$ cat config.mk
export PLATFORM = sky130hd
export DESIGN_NAME = yuv444_to_rgb
export DESIGN_NICKNAME = d
export VERILOG_FILES = /design/src/rtl/yuv_pkg.sv /design/src/rtl/yuv2rgb_lane.sv /design/src/rtl/yuv444_to_rgb.sv
export SDC_FILE = /design/constraint.sdc
export NUM_CORES = 1
export LEC_CHECK = 0
export CAP_MARGIN = 20
export CORE_MARGIN = 1.5
export CORE_UTILIZATION = 50
export DETAILED_ROUTE_END_ITERATION = 7
export PLACE_DENSITY_LB_ADDON = 0.05
export SYNTH_ARGS = -nofsm -noshare
export SYNTH_HDL_FRONTEND = slang
export SYNTH_SLANG_ARGS = --single-unit
$ cat constraint.sdc
create_clock -name aclk -period 18.7 [get_ports aclk]
set_input_delay 5.61 -clock aclk [delete_from_list [all_inputs] [get_ports aclk]]
set_output_delay 5.61 -clock aclk [all_outputs]
set_load 0.05 [all_outputs]
$ cat src/rtl/yuv_pkg.sv
// Shared types, offsets and BT.601 coefficients for the Y'UV444 -> XRGB8888 stage.
// Define YUV2RGB_FULL_RANGE_EN to select full-range (JPEG) coefficients instead of limited range.
package yuv_pkg;

    localparam int CHROMA_OFFSET = 128;
    localparam int LIM_Y_OFFSET  = 16;
    localparam int FULL_Y_OFFSET = 0;

    localparam int LIM_K_Y  = 298;
    localparam int LIM_K_RV = 409;
    localparam int LIM_K_GU = 100;
    localparam int LIM_K_GV = 208;
    localparam int LIM_K_BU = 516;

    localparam int FULL_K_Y  = 256;
    localparam int FULL_K_RV = 359;
    localparam int FULL_K_GU = 88;
    localparam int FULL_K_GV = 183;
    localparam int FULL_K_BU = 454;

`ifdef YUV2RGB_FULL_RANGE_EN
    localparam int Y_OFFSET = FULL_Y_OFFSET;
    localparam int K_Y  = FULL_K_Y;
    localparam int K_RV = FULL_K_RV;
    localparam int K_GU = FULL_K_GU;
    localparam int K_GV = FULL_K_GV;
    localparam int K_BU = FULL_K_BU;
`else
    localparam int Y_OFFSET = LIM_Y_OFFSET;
    localparam int K_Y  = LIM_K_Y;
    localparam int K_RV = LIM_K_RV;
    localparam int K_GU = LIM_K_GU;
    localparam int K_GV = LIM_K_GV;
    localparam int K_BU = LIM_K_BU;
`endif

    typedef logic signed [19:0] acc_t;

    localparam acc_t ROUND = 20'sd128;

    typedef struct packed {
        logic [7:0] pad;
        logic [7:0] y;
        logic [7:0] u;
        logic [7:0] v;
    } yuv444_pix_t;

    typedef struct packed {
        logic [7:0] x;
        logic [7:0] r;
        logic [7:0] g;
        logic [7:0] b;
    } xrgb_pix_t;

    // Arithmetic >>> 8 is bits [19:8]; then saturate that signed value to [0,255].
    function automatic logic [7:0] clamp_u8(input acc_t sum);
        logic signed [11:0] q;
        logic [7:0]         res;
        q = sum[19:8];
        if (q[11])
            res = 8'h00;
        else if (|q[10:8])
            res = 8'hFF;
        else
            res = q[7:0];
        return res;
    endfunction

endpackage

$ cat src/rtl/yuv2rgb_lane.sv
// One-pixel 3-stage colour matrix: S1 products, S2 rounded sums, S3 shift/clamp.
// Coefficients come from yuv_pkg (YUV2RGB_FULL_RANGE_EN selects full range).
module yuv2rgb_lane
    import yuv_pkg::*;
(
    input  logic        clk,
    input  logic        rst,
    input  logic        en1,
    input  logic        en2,
    input  logic        en3,
    input  logic [31:0] pix_in,
    output logic [31:0] pix_out
);

    yuv444_pix_t       pix;
    logic signed [8:0] c;
    logic signed [8:0] d;
    logic signed [8:0] e;
    logic              unused_pad;

    acc_t      p_y, p_rv, p_gu, p_gv, p_bu;
    acc_t      s_r, s_g, s_b;
    xrgb_pix_t out_q;

    assign pix        = yuv444_pix_t'(pix_in);
    assign unused_pad = ^pix.pad;

    assign c = 9'($signed({1'b0, pix.y}) - Y_OFFSET);
    assign d = 9'($signed({1'b0, pix.u}) - CHROMA_OFFSET);
    assign e = 9'($signed({1'b0, pix.v}) - CHROMA_OFFSET);

    always_ff @(posedge clk or posedge rst) begin
        if (rst) begin
            p_y   <= '0;
            p_rv  <= '0;
            p_gu  <= '0;
            p_gv  <= '0;
            p_bu  <= '0;
            s_r   <= '0;
            s_g   <= '0;
            s_b   <= '0;
            out_q <= '0;
        end else begin
            if (en1) begin
                p_y  <= acc_t'(c * K_Y);
                p_rv <= acc_t'(e * K_RV);
                p_gu <= acc_t'(d * K_GU);
                p_gv <= acc_t'(e * K_GV);
                p_bu <= acc_t'(d * K_BU);
            end
            if (en2) begin
                s_r <= p_y + p_rv + ROUND;
                s_g <= p_y - p_gu - p_gv + ROUND;
                s_b <= p_y + p_bu + ROUND;
            end
            if (en3) begin
                out_q <= '{x: 8'h00, r: clamp_u8(s_r), g: clamp_u8(s_g), b: clamp_u8(s_b)};
            end
        end
    end

    assign pix_out = out_q;

endmodule

$ cat src/rtl/yuv444_to_rgb.sv
// Packed Y'UV444 -> XRGB8888 stream stage: L lanes of yuv2rgb_lane plus valid/sideband pipeline.
// Define YUV2RGB_FULL_RANGE_EN for full-range conversion; timing and ports are unchanged.
module yuv444_to_rgb
    import yuv_pkg::*;
#(
    parameter int DATA_WIDTH = 64,
    parameter int DEST_WIDTH = 1
) (
    input  logic                    aclk,
    input  logic                    areset,

    input  logic                    src_t_valid,
    output logic                    src_t_ready,
    input  logic [DATA_WIDTH-1:0]   src_t_data,
    input  logic [DATA_WIDTH/8-1:0] src_t_keep,
    input  logic [DATA_WIDTH/8-1:0] src_t_strb,
    input  logic                    src_t_last,
    input  logic [DEST_WIDTH-1:0]   src_t_dest,

    output logic                    dst_t_valid,
    input  logic                    dst_t_ready,
    output logic [DATA_WIDTH-1:0]   dst_t_data,
    output logic [DATA_WIDTH/8-1:0] dst_t_keep,
    output logic [DATA_WIDTH/8-1:0] dst_t_strb,
    output logic                    dst_t_last,
    output logic [DEST_WIDTH-1:0]   dst_t_dest
);

    localparam int LANES = DATA_WIDTH / 32;

    logic                  v1, v2, v3;
    logic                  last1, last2, last3;
    logic [DEST_WIDTH-1:0] dest1, dest2, dest3;
    logic                  adv1, adv2, adv3;
    logic                  take, en1, en2, en3;

    // Each stage moves when its successor is empty or itself moving.
    assign adv3 = !v3 || dst_t_ready;
    assign adv2 = !v2 || adv3;
    assign adv1 = !v1 || adv2;

    assign src_t_ready = adv1 && !areset;
    assign take        = src_t_valid && src_t_ready;
    assign en1         = take;
    assign en2         = adv2 && v1;
    assign en3         = adv3 && v2;

    always_ff @(posedge aclk or posedge areset) begin
        if (areset) begin
            v1    <= 1'b0;
            v2    <= 1'b0;
            v3    <= 1'b0;
            last1 <= 1'b0;
            last2 <= 1'b0;
            last3 <= 1'b0;
            dest1 <= '0;
            dest2 <= '0;
            dest3 <= '0;
        end else begin
            if (adv1) v1 <= take;
            if (adv2) v2 <= v1;
            if (adv3) v3 <= v2;
            if (en1) begin
                last1 <= src_t_last;
                dest1 <= src_t_dest;
            end
            if (en2) begin
                last2 <= last1;
                dest2 <= dest1;
            end
            if (en3) begin
                last3 <= last2;
                dest3 <= dest2;
            end
        end
    end

    for (genvar k = 0; k < LANES; k++) begin : g_lane
        yuv2rgb_lane u_lane (
            .clk     (aclk),
            .rst     (areset),
            .en1     (en1),
            .en2     (en2),
            .en3     (en3),
            .pix_in  (src_t_data[32*k +: 32]),
            .pix_out (dst_t_data[32*k +: 32])
        );
    end

    assign dst_t_valid = v3;
    assign dst_t_last  = last3;
    assign dst_t_dest  = dest3;
    assign dst_t_keep  = '1;
    assign dst_t_strb  = '1;

    null_byte_chk: assert property (@(posedge aclk) disable iff (areset)
        (src_t_valid && src_t_ready) |-> (&src_t_keep && &src_t_strb))
        else $error("Null byte not supported");

endmodule
**Yosys cells after proc, flatten, opt, wreduce, memory -nomap -nowiden**

Cells that the tools add are included.

- Add/sub/neg operators: 20
- $mul: 10
- Mux-type cells: 12
- Reductions and logical operators: 17

Operator list:

| kind | number |
|---|---|
| 20-bit by 9-bit adder with 20-bit output, second input constant | 6 |
| 8-bit two-way mux | 12 |
| 20-bit adder | 4 |
| 20-bit subtractor | 4 |
| 9-bit by 9-bit multiplier with 18-bit output, second input constant | 4 |
| 9-bit by 10-bit multiplier with 19-bit output, second input constant | 2 |
| 8-bit by 8-bit subtractor with 9-bit output, second input constant | 4 |
| 9-bit by 6-bit multiplier with 15-bit output, second input constant | 2 |
| 9-bit by 5-bit multiplier with 14-bit output, second input constant | 2 |
| 3-bit OR reduction | 6 |
| 8-bit by 5-bit subtractor with 9-bit output, second input constant | 2 |
| 1-bit logical AND | 4 |
| 1-bit logical NOT | 4 |
| 1-bit logical OR | 3 |

- Flip-flop bits (word level): 359
- Input port bits: 86
- Output and inout bits: 84
- Logic and storage cells: 90

**Longest topological paths before layout**

Gate-level depths: netlist of run 1.

- Depth after elaboration: 6
- Mapped depth: 20
- Mapped depth without buffers: 20

**Cells and area by module**

Synthesis of run 1 repeated with hierarchy kept, for this count alone.

- Cell total of the unflattened synthesis: 2602
- Area, all modules: 26142.6 µm²

Modules (own cells, without submodules):

| module | times used | cells each | area each (µm²) | seq. area each (µm²) |
|---|---|---|---|---|
| yuv2rgb_lane at g_lane[1].u_lane | 1 | 1264 | 12817.3 | 3478.3 |
| yuv2rgb_lane at g_lane[0].u_lane | 1 | 1292 | 12809.8 | 3478.3 |
| yuv444_to_rgb | 1 | 46 | 515.5 | 225.2 |

**Worst setup path after synthesis of run 1**

No wires, ideal clock.

- Kind: in2out
- Start point: input dst_t_ready
- End point: output src_t_ready
- Arrival time: 6647 ps
- Data required time: 13090 ps
- Slack: 6443 ps
- Stages: 3
- Buffers on the path: 0
- Path through: nand2b_1 > nor2_1 > a21oi_1

- Cells in the longest elaborated chain, start to end: 4

Ends and longest elaborated chain:

| what | line | RTL |
|---|---|---|
| start: declaration | yuv444_to_rgb.sv:21 | `input logic dst_t_ready,` |
| 1-bit logical OR | yuv444_to_rgb.sv:38 | `assign adv3 = !v3 \|\| dst_t_ready;` |
| 1-bit logical OR | yuv444_to_rgb.sv:39 | `assign adv2 = !v2 \|\| adv3;` |
| 1-bit logical OR | yuv444_to_rgb.sv:40 | `assign adv1 = !v1 \|\| adv2;` |
| 1-bit logical AND | yuv444_to_rgb.sv:42 | `assign src_t_ready = adv1 && !areset;` |
| end: declaration | yuv444_to_rgb.sv:13 | `output logic src_t_ready,` |

Every way passes these cells.

**Worst setup path in the final report of run 1**

Ends and elaborated chain as after synthesis.

==> run metrics, run 1 <==
Vias/cell=5.179; Syn Inst Count=2726; layout cells sized above 1=3.196%; Ys Warns=0; XOR/XNOR Fraction of Synth Area=5.441%; Peak VDD IR=0.0001253 V; dpl hpwl=44430 um; run status=finished clean; Post-Syn Area per Cell=9.270 sq um; Most used DFF post-synth=dfrtp_1; Slew headroom=32.07%; placed inst area=0.02683 sq mm; post-synthesis mux area share=0.3961%; GRT overflow=0; mapped cell area=0.02527 sq mm; Syn-to-layout area delta=10.85%; clk sink count=287; vias=18.07k; drt total wl=55740 um; CP delay by family, top=buffers and inverters; CTS Root Cell=clkbuf_16; Post-CTS Setup Repair Bufs=0; floorplan row count=82; Die ar.=0.05190 sq mm; Slew @ Worst Pin=1.019 ns; hold_buf cts=0; Final Util=56.06%; starting density of the core=50.58%; worst flop-to-flop path startpoint=g_lane[1].u_lane.p_gv[6]; clock latency on the worst-skew pair=0.53 ns; P_leak=14.79 nW; layout net count=3501; initial antenna violation count=1; ANT cells=0; crit end category=output port; worst min-delay path class=register to register; CTS Buf Count=34; slowest stage delay, CP=0.88 ns; Placer Congestion=0.8586; die width=227.8 um; Startpoint Class=input pin; skew final=0.01394 ns; fill count=4580; first-pass GRT wire length=92950 um; slowest stage cell, crit path=clkdlybuf4s50_1; Initial DRT Pass Iterations=5; placed instance count=3429; pre-CTS WS=5.521 ns; crit share post-route=70.60%; compound-cell area share of the yosys netlist=13.44%; core footprint=0.04997 sq mm; non-filler cells, final=3488; DR iter-0 viols=1080; H-Tree Depth=2; Buf/Inv on CP=2; CTS tree=yes; DRC violations left=0; GRT Util Overall=22.09%; Post-Synth Adder-Cell Area=34.01%; Clock transition at path regs=0.05 ns; CP Launch Point=dst_t_ready; Post-Synth Simple-Gate Area=10.75%; DR WL/cell=15.98 um; # IOs=170; crit path kind=input pin to output port; largest net degree at the start of global routing=179; Slew Viols, Final=0; hold slack=0.4685 ns; WP data required=13.09 ns; EDFF count, synth=0; Seq cells post-synth=287; overall power=4.649 mW; sequential area share after synthesis=28.42%; PortBufs=105; Pwr Density=166.0 mW/mm^2; maxcap violations=0; largest family of logic cells by synthesized area=adder cells; Antenna Nets Post-Route=0; Final Worst Setup Slack=5.497 ns; height of the die=227.8 um; Worst Path Max Fanout=4; Achievable Freq=75.74 MHz; Fin Setup TNS=0 ns; Most common cell on crit path=clkdlybuf4s50_1; WP data arrival=7.59 ns; Yosys cell types=62; Final setup viols=0; Post-synth ARST share=100.0%; Period minus WS final=13.20 ns; Hold Fails Final Rpt=0; RSZ-0062 raised after global routing=false; Hold Crit Start=g_lane[1].u_lane.s_r[18]; Max clock buf depth=3; cells along the critical path=clkdlybuf4s50_1, nand2b_1, nor2_1, a21oi_1, clkdlybuf4s50_1; Gates resized, CTS repair=0; vias in the first global route=17.67k; Post-Layout Inst Area=0.02801 sq mm
==> sequential cells by signal, indices dropped and copies added, names as in the netlist, 24 cells and up <==
name and flops:
g_lane.u_lane.pix_out 48, g_lane.u_lane.s_g 24, g_lane.u_lane.p_y 36, g_lane.u_lane.p_gu 30, g_lane.u_lane.s_r 24, g_lane.u_lane.s_b 24
g_lane.u_lane.p_rv 38, g_lane.u_lane.p_bu 30, g_lane.u_lane.p_gv 24
==> cell type report <==
type                            instances  area (sq um)  area share [%]
Timing Repair Buffer                  110          1101           3.931
Multi-Input combinational cell       1995         16330           58.30
Tap cell                              672         840.8           3.002
Sequential cell                       287          7182           25.64
Inverter                              365          1378           4.918
Clock inverter                         14         226.5          0.8085
Clock buffer                           45         953.4           3.404
==> cells in the final DEF (no fill, tap or decap), drive strengths merged, types with 20 or more instances in the layout <==
| cell type | netlist | layout |
|---|---|---|
| clkdlybuf4s50 | 0 | 105 |
| o21ai | 203 | 203 |
| a21oi | 102 | 102 |
| or3 | 20 | 20 |
| nor2 | 84 | 84 |
| nor3 | 24 | 24 |
| ha | 514 | 514 |
| xnor2 | 101 | 101 |
| fa | 108 | 108 |
| o21bai | 25 | 25 |
| a21o | 67 | 67 |
| nand3 | 23 | 23 |
| clkbuf | 57 | 45 |
| conb | 2 | 32 |
| nand2 | 402 | 402 |
| o31ai | 60 | 60 |
| xor2 | 56 | 56 |
| inv | 365 | 366 |
| dfrtp | 287 | 287 |
==> synthesized netlist by cell type (all sizes together) (52+ instances only) <==
cell type / n / area share (%)
a21o: 67 / 2.0
a21oi: 102 / 2.0
buf: 52 / 1.3
clkbuf: 57 / 0.85
dfrtp: 287 / 28
fa: 108 / 8.6
ha: 514 / 25
inv: 365 / 5.4
nand2: 402 / 6.0
nor2: 84 / 1.2
o21ai: 203 / 4.0
o31ai: 60 / 1.8
xnor2: 101 / 3.5
xor2: 56 / 1.9
==> power by group <==
part	leakage [nW]	switching [mW]	internal, mW
logic	10.7	1.74	1.18
registers	3.55	0.179	0.850
clock network	0.580	0.263	0.441
total	14.8	2.18	2.47
==> routing by layer <==
| layer | global-route usage (%) | share of wire, % |
|---|---|---|
| met5 | 0 | 0 |
| met3 | 2.838 | 4.4 |
| met1 | 34.61 | 53 |
| met2 | 32.53 | 41 |
| met4 | 4.042 | 1.4 |
==> logic make-up (layout without fill, tap and decap cells) <==
kind of cell               after synthesis  count (layout)
DFF                                    287             287
other                                    2              32
AOI/OAI and AO/OA                      543             543
buffers and inverters                  474             534
muxes                                    9               9
adders and majority gates              622             622
xor gates and xnor gates               157             157
and+or+nand+nor                        632             632
==> tightest hold or removal path: stages (launching register included) <==
cell	delay (ns)
dfrtp_1	0.33
nand2_1	0.05
o21ai_0	0.06
==> worst paths after layout <==
kind	endpoint	slack, ns	cells past startpoint
worst max-delay path	src_t_ready	5.50	5
worst min-delay path	g_lane[1].u_lane.s_r[18]	0.47	2
min in group asynchronous	dst_t_valid	5.65	2
max in group asynchronous	g_lane[1].u_lane.p_rv[3]	11.59	3
worst max register to register	g_lane[1].u_lane.s_g[19]	14.81	11
worst min register to register	g_lane[1].u_lane.s_r[18]	0.47	2
Note: power is estimated with default switching activity, not from simulation.
==> run 2: changes to the inputs <==
clock period = 11.7 ns   (was 18.7 ns; I/O delays follow)
==> run metrics, run 2 (synthesis results as in run 1) <==
initial antenna violation count=0; switching portion of total power=46.75%; WHS Endpoint=g_lane[1].u_lane.s_r[16]; GRT Util Overall=21.86%; hold_buf cts=0; DRC violations left=0; clk sink count=287; Flop pwr share=22.1%; RSZ-0062 raised after global routing=false; worst r2r dst=g_lane[1].u_lane.s_g[19]; r2r setup slk=7.85 ns; vias in the first global route=17.89k; P_leak=14.80 nW; Slew headroom=31.59%; WP data arrival=5.48 ns; layout cells sized above 1=3.264%; starting density of the core=50.58%; most common cell after layout, fill and taps aside=ha_1; Gates resized, CTS repair=0; combinational share of power=62.3%; DR iter-0 viols=1056; vias=18.05k; Vias/cell=5.169; Achievable Freq=111.2 MHz; worst hold stages=2; Startpoint Class=input pin; Clock transition at path regs=0.05 ns; H-Tree Depth=2; Max clock buf depth=3; Post-CTS Setup Repair Bufs=0; skew final=0.02018 ns; floorplan row count=82; Internal Power=3.967 mW; non-filler cells, final=3491; DR WL/cell=15.87 um; Syn-to-layout area delta=11.00%; pre-CTS WS=2.737 ns; cells along the critical path=clkdlybuf4s50_1, nand2b_1, nor2_1, a21oi_1, clkdlybuf4s50_1; Most common cell on crit path=clkdlybuf4s50_1; crit path kind=input pin to output port; Die ar.=0.05190 sq mm; run status=finished clean; worst flop-to-flop path startpoint=g_lane[1].u_lane.p_gv[6]; slowest stage cell, crit path=clkdlybuf4s50_1; Final setup viols=0; WP data required=8.19 ns; Final Worst Setup Slack=2.711 ns; core footprint=0.04997 sq mm; CTS Root Cell=clkbuf_16; Slew Viols, Final=0; height of the die=227.8 um; Worst Path Max Fanout=4; Hold Crit Start=g_lane[1].u_lane.s_r[16]; overall power=7.449 mW; CTS tree=yes; crit end category=output port; largest net degree at the start of global routing=162; fill count=4583; Antenna Nets Post-Route=0; # IOs=170; crit share post-route=76.83%; Largest register FFs=48; Slew @ Worst Pin=1.026 ns; Sw Pwr=3.483 mW; Fin Setup TNS=0 ns; layout net count=3502; dpl hpwl=44210 um; reg2reg path depth=12; placed instance count=3429; PortBufs=105; Hold Fails Final Rpt=0; commonest cells after routing, fill and taps aside=ha_1 (514), nand2_1 (399), inv_1 (364); drt total wl=55390 um; Period minus WS final=8.989 ns; maxcap violations=0; die width=227.8 um; first-pass GRT wire length=92760 um; GRT overflow=0; hold slack=0.4685 ns; ANT cells=0; slowest stage delay, CP=0.88 ns; Clk network pwr share=15.6%; Peak VDD IR=0.0001841 V; Placer Congestion=0.8593; Initial DRT Pass Iterations=5; worst min-delay path class=register to register; Pwr Density=265.6 mW/mm^2; CTS Buf Count=35; clock latency on the worst-skew pair=0.53 ns
run 2: cell types whose count changed in the layout (fill, tap and decap cells not counted):
| cell | delta |
|---|---|
| clkbuf_1 | +1 |
| bufinv_16 | +1 |
| inv_6 | +2 |
| clkbuf_8 | -1 |
run 2: per-layer routing:
layer	wire [um]	global-route usage, %	up-vias
met5	0	0	-
met4	910	4.417	0
met3	1627	2.313	60
met2	22530	32.23	233
met1	30320	34.38	8509
li1	-	-	9244
run 2: power by group through the flow:
stage	clock network (mW)	logic, mW	registers (mW)
finish	1.16	4.64	1.65
global route	1.23	5.20	1.70
CTS	1.19	4.63	1.65
detailed placement	0	4.58	1.67
global placement	0	4.49	1.66
floorplan	0	3.15	1.84
run 2: area by class of cell:
cell class	instances	area, sq um	share of cell area (%)
Multi-Input combinational cell	1995	16330	58.22
Sequential cell	287	7182	25.60
Clock inverter	17	274.0	0.9769
Timing Repair Buffer	110	1101	3.925
Clock buffer	45	943.4	3.363
Inverter	365	1378	4.911
Tap cell	672	840.8	2.998
run 2: how the worst max path moves through the flow:
stage	slack [ns]	cells after the start	start	to
3_3_place_gp	2.75	5	dst_t_ready	src_t_ready
3_5_place_dp	2.74	5	dst_t_ready	src_t_ready
2_1_floorplan	0.27	1	areset	dest1
4_1_cts	2.72	5	dst_t_ready	src_t_ready
6_report	2.71	5	dst_t_ready	src_t_ready
5_1_grt	2.62	5	dst_t_ready	src_t_ready
run 2: worst max-delay path: cells and delay by family:
| kind | cells | cell delay (ns) |
|---|---|---|
| compound gates | 1 | 0.33 |
| buf+inv | 2 | 1.33 |
| simple gates | 2 | 0.30 |
run 2: through the flow:
stage	instance area, sq um	util, %
2_1_floorplan	25380	-
3_3_place_gp	26830	53.70
3_5_place_dp	26830	53.70
4_1_cts	28050	56.14
5_1_grt	28050	56.14
6_report	28050	56.14
==> run 3: changes to the inputs <==
clock period = 9.4 ns   (was 11.7 ns; I/O delays follow)
==> run metrics, run 3 (synthesis results as in run 1) <==
WP data required=6.58 ns; layout net count=3506; Pwr Density=328.2 mW/mm^2; skew final=0.01973 ns; CTS Buf Count=34; most common cell after layout, fill and taps aside=ha_1; Internal Power=4.886 mW; # IOs=170; worst hold stages=2; Final setup viols=0; Most common cell on crit path=clkdlybuf4s50_1; worst min-delay path class=register to register; reg2reg path depth=11; GRT overflow=0; clk sink count=287; slowest stage cell, crit path=clkdlybuf4s50_1; hold slack=0.4688 ns; crit path kind=input pin to output port; Syn-to-layout area delta=10.99%; slowest stage delay, CP=0.88 ns; H-Tree Depth=2; Peak VDD IR=0.0002302 V; Max clock buf depth=3; WP data arrival=4.76 ns; Slew @ Worst Pin=0.9603 ns; CP Launch Point=dst_t_ready; Sw Pwr=4.319 mW; Clk network pwr share=14.9%; Largest register FFs=48; largest net degree at the start of global routing=151; drt total wl=55350 um; DR WL/cell=15.85 um; overall power=9.205 mW; P_leak=14.80 nW; maxcap violations=0; commonest cells after routing, fill and taps aside=ha_1 (514), nand2_1 (399), inv_1 (364); combinational share of power=62.9%; RSZ-0062 raised after global routing=false; Achievable Freq=131.9 MHz; Slew Viols, Final=0; layout cells sized above 1=3.297%; floorplan row count=82; DRC violations left=0; crit share post-route=80.65%; die width=227.8 um; PortBufs=105; run status=finished clean; starting density of the core=50.58%; cells along the critical path=clkdlybuf4s50_1, nand2b_1, nor2_1, a21oi_1, clkdlybuf4s50_1; non-filler cells, final=3493; vias=18.14k; core footprint=0.04997 sq mm; Hold Crit Start=last1; first-pass GRT wire length=92590 um; Gates resized, CTS repair=0; Antenna Nets Post-Route=0; clock latency on the worst-skew pair=0.52 ns; Period minus WS final=7.581 ns; Hold Fails Final Rpt=0; Slew headroom=35.59%; switching portion of total power=46.92%; Die ar.=0.05190 sq mm; GRT Util Overall=21.89%; Worst Path Max Fanout=4; initial antenna violation count=1; hold_buf cts=0; DR iter-0 viols=996; placed instance count=3433; worst flop-to-flop path startpoint=g_lane[0].u_lane.p_y[6]; crit end category=output port; vias in the first global route=17.83k; CTS Root Cell=clkbuf_16; Flop pwr share=22.2%; CTS tree=yes; ANT cells=0; Initial DRT Pass Iterations=6; height of the die=227.8 um; Clock transition at path regs=0.06 ns; Startpoint Class=input pin; Post-CTS Setup Repair Bufs=0; Fin Setup TNS=0 ns; Vias/cell=5.192; Placer Congestion=0.8722; dpl hpwl=44500 um
[run 3: cell count changes in the layout (fill, tap and decap cells not counted), sizes merged]
cell / before / now
clkbuf: 45 / 50
clkinv: 6 / 2
clkinvlp: 1 / 2
inv: 368 / 366
bufinv: 7 / 4
buf: 5 / 10
[run 3: path summary, 6_finish.rpt]
check                                              end  slack [ns]
max                                        src_t_ready        1.82
min                                              last1        0.47
max reg2reg                   g_lane[0].u_lane.s_g[19]        5.62
min reg2reg                                      last1        0.47
max in group asynchronous    g_lane[0].u_lane.p_gu[14]        5.39
min in group asynchronous  g_lane[1].u_lane.pix_out[0]        2.77
[run 3: power by group through the flow]
stage	combinational, mW	sequential (mW)	clock (mW)
detailed placement	5.74	2.07	0
finish	5.79	2.05	1.37
CTS	5.79	2.05	1.41
floorplan	3.92	2.29	0
global placement	5.61	2.06	0
global route	6.51	2.11	1.46
[run 3: final cells by class]
cell class | count | area (sq um)
clock buffer | 50 | 1002
inverter | 365 | 1374
tap | 672 | 840.8
sequential | 287 | 7182
clock inverter | 9 | 158.9
multi-input combinational | 1995 | 16330
fill | 4593 | 21920
timing repair buffer | 115 | 1159
[run 3: per-stage QoR]
stage	instance area, sq um	worst slack, ns	util [%]
finish	28050	1.819	56.13
global route	28050	1.580	56.13
CTS	28020	1.805	56.08
detailed placement	26860	1.361	53.75
global placement	26860	1.431	53.75
floorplan	25390	2.397	-
[run 3: metal layers]
layer	global-route usage, %	vias up	share of wire (%)
met2	32.26	250	41
li1	-	9251	-
met5	0	-	0
met3	2.262	54	3.6
met1	34.40	8582	54
met4	4.563	0	1.7
[run 3: critical path, delay by kind of cell]
| family | cells | cell delay, ns |
|---|---|---|
| AND/OR/NAND/NOR | 2 | 0.28 |
| buffers and inverters | 2 | 1.33 |
| AO/OA/AOI/OAI | 1 | 0.33 |
